File: config.mk
export PLATFORM = sky130hd
export DESIGN_NAME = sync_down_counter_flat
export DESIGN_NICKNAME = d
export VERILOG_FILES = /design/src/rtl/sync_down_counter_if.sv /design/src/rtl/sync_down_counter.sv /design/src/flat_wrapper.sv
export SDC_FILE = /design/constraint.sdc
export NUM_CORES = 1
export LEC_CHECK = 0
export ABC_AREA = 1
export ABC_CLOCK_PERIOD_IN_PS = 2200
export CORE_AREA = 10 10 47 49
export DETAILED_ROUTE_END_ITERATION = 8
export DIE_AREA = 0 0 57 59
export GPL_TIMING_DRIVEN = 0
export PLACE_DENSITY = 0.56
export SYNTH_ARGS = -nofsm -noshare
export SYNTH_HDL_FRONTEND = slang
export SYNTH_SLANG_ARGS = --single-unit
export TNS_END_PERCENT = 30
File: constraint.sdc
create_clock -name clk -period 2.2 [get_ports clk]
set_input_delay 0.44 -clock clk [delete_from_list [all_inputs] [get_ports clk]]
set_output_delay 0.44 -clock clk [all_outputs]
set_load 0.01 [all_outputs]
File: src/rtl/sync_down_counter_if.sv
// Groups the sync_down_counter control/status signals into one bundle.
// The slave modport is the counter; the master modport is whoever drives it.
interface sync_down_counter_if #(
  parameter int WIDTH = 3
);
  logic             load;
  logic [WIDTH-1:0] load_val;
  logic             en;
  logic             auto_reload;
  logic [WIDTH-1:0] q;
  logic             tc;
  logic             busy;
  logic             done;

  modport master (
    output load, load_val, en, auto_reload,
    input  q, tc, busy, done
  );

  modport slave (
    input  load, load_val, en, auto_reload,
    output q, tc, busy, done
  );
endinterface

File: src/rtl/sync_down_counter.sv
// Loadable down counter with IDLE/RUN/DONE sequencing and a one-cycle terminal-count pulse.
// Define SYNC_DOWN_COUNTER_RELOAD_EN to add auto-reload of the last loaded value at terminal count.
module sync_down_counter #(
  parameter int WIDTH = 3
) (
  input  logic                clk,
  input  logic                reset,
  sync_down_counter_if.slave  bus
);

  typedef enum logic [1:0] {
    IDLE = 2'd0,
    RUN  = 2'd1,
    DONE = 2'd2
  } state_t;

  state_t           r_state;
  logic [WIDTH-1:0] r_q;
  logic             r_tc;

  state_t           w_nextState;
  logic [WIDTH-1:0] w_nextQ;
  logic             w_nextTc;
  logic             w_atTerminal;

`ifdef SYNC_DOWN_COUNTER_RELOAD_EN
  logic [WIDTH-1:0] r_reload;
  logic [WIDTH-1:0] w_nextReload;
`endif

  assign w_atTerminal = (r_q == WIDTH'(1));

  // Load wins over everything; counting only happens in RUN while enabled.
  always_comb begin
    w_nextState = r_state;
    w_nextQ     = r_q;
    w_nextTc    = 1'b0;
`ifdef SYNC_DOWN_COUNTER_RELOAD_EN
    w_nextReload = r_reload;
`endif
    if (bus.load) begin
      w_nextQ     = bus.load_val;
      w_nextState = (bus.load_val != '0) ? RUN : IDLE;
`ifdef SYNC_DOWN_COUNTER_RELOAD_EN
      w_nextReload = bus.load_val;
`endif
    end else if (r_state == RUN && bus.en) begin
      if (r_q > WIDTH'(1)) begin
        w_nextQ = r_q - WIDTH'(1);
      end else if (w_atTerminal) begin
        w_nextTc = 1'b1;
`ifdef SYNC_DOWN_COUNTER_RELOAD_EN
        if (bus.auto_reload) begin
          w_nextQ = r_reload;
        end else begin
          w_nextQ     = '0;
          w_nextState = DONE;
        end
`else
        w_nextQ     = '0;
        w_nextState = DONE;
`endif
      end else begin
        // A zero count in RUN is unreachable; park in DONE rather than wrap.
        w_nextState = DONE;
      end
    end
  end

  always_ff @(posedge clk) begin
    if (!reset) begin
      r_state <= IDLE;
      r_q     <= '0;
      r_tc    <= 1'b0;
    end else begin
      r_state <= w_nextState;
      r_q     <= w_nextQ;
      r_tc    <= w_nextTc;
    end
  end

`ifdef SYNC_DOWN_COUNTER_RELOAD_EN
  always_ff @(posedge clk) begin
    if (!reset) begin
      r_reload <= '0;
    end else begin
      r_reload <= w_nextReload;
    end
  end
`endif

  assign bus.q    = r_q;
  assign bus.tc   = r_tc;
  assign bus.busy = (r_state == RUN);
  assign bus.done = (r_state == DONE);

endmodule

File: src/flat_wrapper.sv
// flat-port wrapper written by rule: the top's interface ports become plain ports
module sync_down_counter_flat 
#(
  parameter int WIDTH = 3
)
  (clk, reset, bus_load, bus_load_val, bus_en, bus_auto_reload, bus_q, bus_tc, bus_busy, bus_done);
  sync_down_counter_if #(.WIDTH(WIDTH)) bus_i ();
  input  logic clk;
  input  logic reset;
  input wire logic [$bits(bus_i.load)-1:0] bus_load;
  input wire logic [$bits(bus_i.load_val)-1:0] bus_load_val;
  input wire logic [$bits(bus_i.en)-1:0] bus_en;
  input wire logic [$bits(bus_i.auto_reload)-1:0] bus_auto_reload;
  output wire logic [$bits(bus_i.q)-1:0] bus_q;
  output wire logic [$bits(bus_i.tc)-1:0] bus_tc;
  output wire logic [$bits(bus_i.busy)-1:0] bus_busy;
  output wire logic [$bits(bus_i.done)-1:0] bus_done;
  assign bus_i.load = bus_load;
  assign bus_i.load_val = bus_load_val;
  assign bus_i.en = bus_en;
  assign bus_i.auto_reload = bus_auto_reload;
  assign bus_q = bus_i.q;
  assign bus_tc = bus_i.tc;
  assign bus_busy = bus_i.busy;
  assign bus_done = bus_i.done;
  sync_down_counter #(.WIDTH(WIDTH)) u_core (.clk(clk), .reset(reset), .bus(bus_i));
endmodule
# --- Yosys cells after proc, flatten, opt, wreduce, memory -nomap -nowiden ---
# Index checks and enable logic that the tools add are counted.
classes:
  order_cmp: 1
  addsub: 1
  reduce_logical: 7
  n_eq_ne: 4
  muxes: 9
  n_bitwise: 2
ops:
  columns: ["op", "count"]
  rows:
  - ["$mux W3", 4]
  - ["$mux W2", 3]
  - ["$reduce_bool A3 Y1", 2]
  - ["$reduce_and A2 Y1", 2]
  - ["$reduce_or A4 Y1", 1]
  - ["$eq A3 B1 Y1 const B", 1]
  - ["$gt A3 B1 Y1 const B", 1]
  - ["$sub A3 B1 Y3 const B", 1]
  - ["$eq A2 B1 Y1 const B", 1]
  - ["$eq A2 B2 Y1 const B", 1]
  - ["$mux W1", 2]
  - ["$ne A2 B2 Y1 const B", 1]
  - ["$not A1 Y1", 2]
  - ["$reduce_bool A2 Y1", 1]
  - ["$logic_and A1 B1 Y1", 1]
word_totals:
  input_bits: 8
  register_bits: 6

# --- Depth between registers and ports, before layout ---
depth:
  depth_word: 5
  ltp_mapped: 10
  mapped_depth_nobuf: 10

# --- Worst setup path before layout ---
# Ideal clock, no wire load.
synth_timing:
  path_type: "reg-to-reg"
  from: "register u_core.r_q[1], in the netlist u_core.bus.q[1]"
  to: "register u_core.r_q[0], in the netlist u_core.bus.q[0]"
  setup_slack_ns: 1.023
  path_buffers: 0
  required_time_ns: 2.089
  stages_incl_launch_ff: 9
  arrival_ns: 1.066
  path_cell_list: "dfxtp_1 -> inv_1 -> ha_1 -> inv_1 -> nand3_2 -> nand2_1 -> nand3_1 -> nand2_1 -> nor2_1"
synth_between:
  elab_chain_len: 4
synth_rtl:
  columns: ["item", "line", "source"]
  rows:
  - ["start, declared", "sync_down_counter.sv:18", "logic [WIDTH-1:0] r_q;"]
  - ["start signal, assigned", "sync_down_counter.sv:77", "r_q <= w_nextQ;"]
  - ["$gt A3 B1 Y1", "sync_down_counter.sv:48", "if (r_q > WIDTH'(1)) begin"]
  - ["$mux W3", "sync_down_counter.sv:48", null]
  - ["$mux W3", "sync_down_counter.sv:47", "end else if (r_state == RUN && bus.en) begin"]
  - ["$mux W3", "sync_down_counter.sv:41", "if (bus.load) begin"]
# Parallel ways exist; a longest one is shown, timed or not. The select of a mux whose other input is x is not followed.
# A chain may end at the register's enable or synchronous reset.

# --- Worst setup path after layout ---
layout_timing:
  from: "register u_core.r_state[1]"
  to: "output port bus_busy"
layout_between:
  elab_chain_len: 1
layout_rtl:
  columns: ["item", "line", "source"]
  rows:
  - ["start, declared", "sync_down_counter.sv:17", "state_t r_state;"]
  - ["start signal, assigned", "sync_down_counter.sv:76", "r_state <= w_nextState;"]
  - ["$eq A2 B1 Y1", "sync_down_counter.sv:94", "assign bus.busy = (r_state == RUN);"]
  - ["end, declared", "flat_wrapper.sv:16", "output wire logic [$bits(bus_i.busy)-1:0] bus_busy;"]
# No other way between the ends.

==> impl_metrics.yaml <==
synthesis:
  synth_top_cell_area_share_pct: 30.8
  post_synth.cell_area_avg_um2: 6.20
  synth_area_leaders: "dfxtp_1 (31%), nand2_1 (18%), nor2_1 (9.6%), inv_1 (8.7%), ha_1 (6.4%)"
  synth.distinct_cells: 16
  yosysWarnings: 0
  postSynthCellCount: 63
  synth.yosys.seq_area_share_pct: 30.8
  yosys.area.top_type: "dfxtp_1"
  syn-num-nets: 73
  synth_area_um2: 390
  yosys_register_bits: 6
setup_path:
  critPathCaptureType: "output pin"
  crit_path_top_delay_cell: "clkdlybuf4s50_1"
  critPathBufInv: 3
  crit_path_max_incr_delay_ns: 0.53
  worstSetupStartpointType: "flip-flop"
  cpMostUsedCell: "inv_1"
  path_class: "reg -> out"
  cp_top_family: "buffers and inverters"
  worstPathMaxFanout: 3
  cp_data_arrival_time_ns: 1.30
  crit_chain: "inv_1 > nand2_1 > inv_1 > clkdlybuf4s50_1"
  required_ns: 1.76
global_route:
  grt.total_usage_pct: 6.04
  grt_max_degree: 8
  grt_antenna_before_repair: 0
  grt_pass1_vias: 385
  grt_pass1_wl_um: 1600
  grt_overflow: 0
timing:
  hold_slack_ns: 0.486
  finalSetupViolations: 0
  worstMarginPinSlew_ns: 0.247
  fin_skew_ns: 0.00648
  fmax_mhz: 574
  fin_ws_ns: 0.457
  setup_tns_ns: 0
  slew_viol_final: 0
  rsz0062_at_grt: "no"
  finalHoldViolations: 0
  slew_headroom_pct: 83.5
  fin_crit_ns: 1.74
  finalCritPeriodShare_pct: 79.2
clocking:
  cts_resized: 0
  cts_tree: "yes"
  clkLatencyLatePin_ns: 0.25
  htree_levels: 1
  root_buffer: "clkbuf_4"
  cts_buffers: 3
  clock_sinks: 6
  ctsHoldBuffers: 0
  post_cts_buffers: 0
  clk_pin_slew_ns: 0.04
  cts_buffer_depth: 2
worst_hold_path:
  hold_class: "reg -> reg"
power:
  ir_worst_vdd_mv: 0.254
  p_leak_nw: 0.270
  total_power_uw: 332
  power_density_nw_per_um2: 601
floorplan:
  die_area_um2: 3360
  start_util_pct: 27.9
  core_area_um2: 1400
  die_y_um: 59
  io_pins: 14
  die_w_um: 57
  rows: 14
route:
  avgRoutedWirePerCell_um: 9.82
  drc: 0
  vias_per_cell: 4.43
  drt_first_pass_iters: 4
  totalWireLength_um: 923
  drtAntennaViolNets: 0
  drt_iter0_drc: 9
  vias: 416
cells_and_area:
  stdcell_count: 94
  drive_above_1_share_pct: 11.5
  diodes: 0
  n_fill_cell: 176
  area_growth_pct: 41.7
  nets: 90
run:
  cap_viol_max_count: 0
placed_design:
  dp_hpwl_um: 789
  dp.cells: 91
  port_buffers: 12
  gp_congestion: 0.797
  place_worst_setup_slack_ns: 0.590
outcome:
  outcome: "finished, final reports clean"
## stage by stage
step	utilization [%]	area, um2
after floorplan	-	390
after global placement	37.9	531
after detailed placement	37.9	531
after CTS	39.5	553
after global routing	39.5	553
final	39.5	553
## Yosys cell counts (all sizes together)
master  count
nand3       6
nor3        1
ha          2
o21ai       1
and3        1
nand2      20
inv        10
dfxtp       6
a21oi       4
nor2       12
## cells in the final DEF (no fill, tap or decap), drive strengths merged
cell / Yosys / routed
nor3: 1 / 1
and3: 1 / 1
ha: 2 / 2
inv: 10 / 10
dfxtp: 6 / 6
nand3: 6 / 6
clkdlybuf4s50: 0 / 12
nor2: 12 / 12
nand2: 20 / 20
clkbuf: 0 / 3
o21ai: 1 / 1
a21oi: 4 / 4
## layout make-up
class	count	area, um2	share of cell area, %
multi-input combinational	47	233	42.1
tap	16	20.0	3.62
sequential	6	120	21.7
clock buffer	3	22.5	4.07
timing repair buffer	12	120	21.7
inverter	10	37.5	6.79
## logic make-up after synthesis
logic type	Yosys count	share of synthesized area, %
AND/OR/NAND/NOR	40	45.8
adder cells (fa/ha/maj)	2	6.41
AO/OA/AOI/OAI	5	7.37
flip-flops	6	30.8
buffers and inverters	10	9.61
## where the power goes
group	internal (mW)	total [mW]	leakage [nW]	switching, mW
Sequential	0.117	0.124	0.0494	0.00662
Clock	0.0618	0.103	0.0138	0.0412
Combinational	0.0484	0.106	0.206	0.0574
## state kept, by name, indices dropped and copies added (netlist names)
register / flops
u_core.bus.q: 3
u_core.bus.tc: 1
u_core.r_state: 2
## worst register-to-register path, cell delays in order (launching register included)
cell	delay, ns
dfxtp_1	0.36
inv_1	0.09
ha_1	0.20
inv_1	0.09
nand3_2	0.10
nand2_1	0.12
nand3_1	0.08
nand2_1	0.06
nor2_1	0.04
## metal layers
| layer | routed length, um | share of wire [%] | track usage [%] | vias up |
|---|---|---|---|---|
| li1 | - | - | - | 227 |
| met1 | 446 | 48 | 6.63 | 174 |
| met2 | 419 | 45 | 9.30 | 10 |
| met3 | 31 | 3.4 | 1.93 | 5 |
| met4 | 26 | 2.8 | 5.03 | 0 |
| met5 | 0 | 0 | 0 | - |
## worst paths after layout
check	from	end	slack, ns	cells past startpoint
max	u_core.r_state[1]	bus_busy	0.46	4
min	u_core.r_state[1]	u_core.r_state[1]	0.49	2
max reg2reg	u_core.bus.q[1]	u_core.bus.q[1]	0.95	8
min reg2reg	u_core.r_state[1]	u_core.r_state[1]	0.49	2
Power figures use the tool's default switching activity.
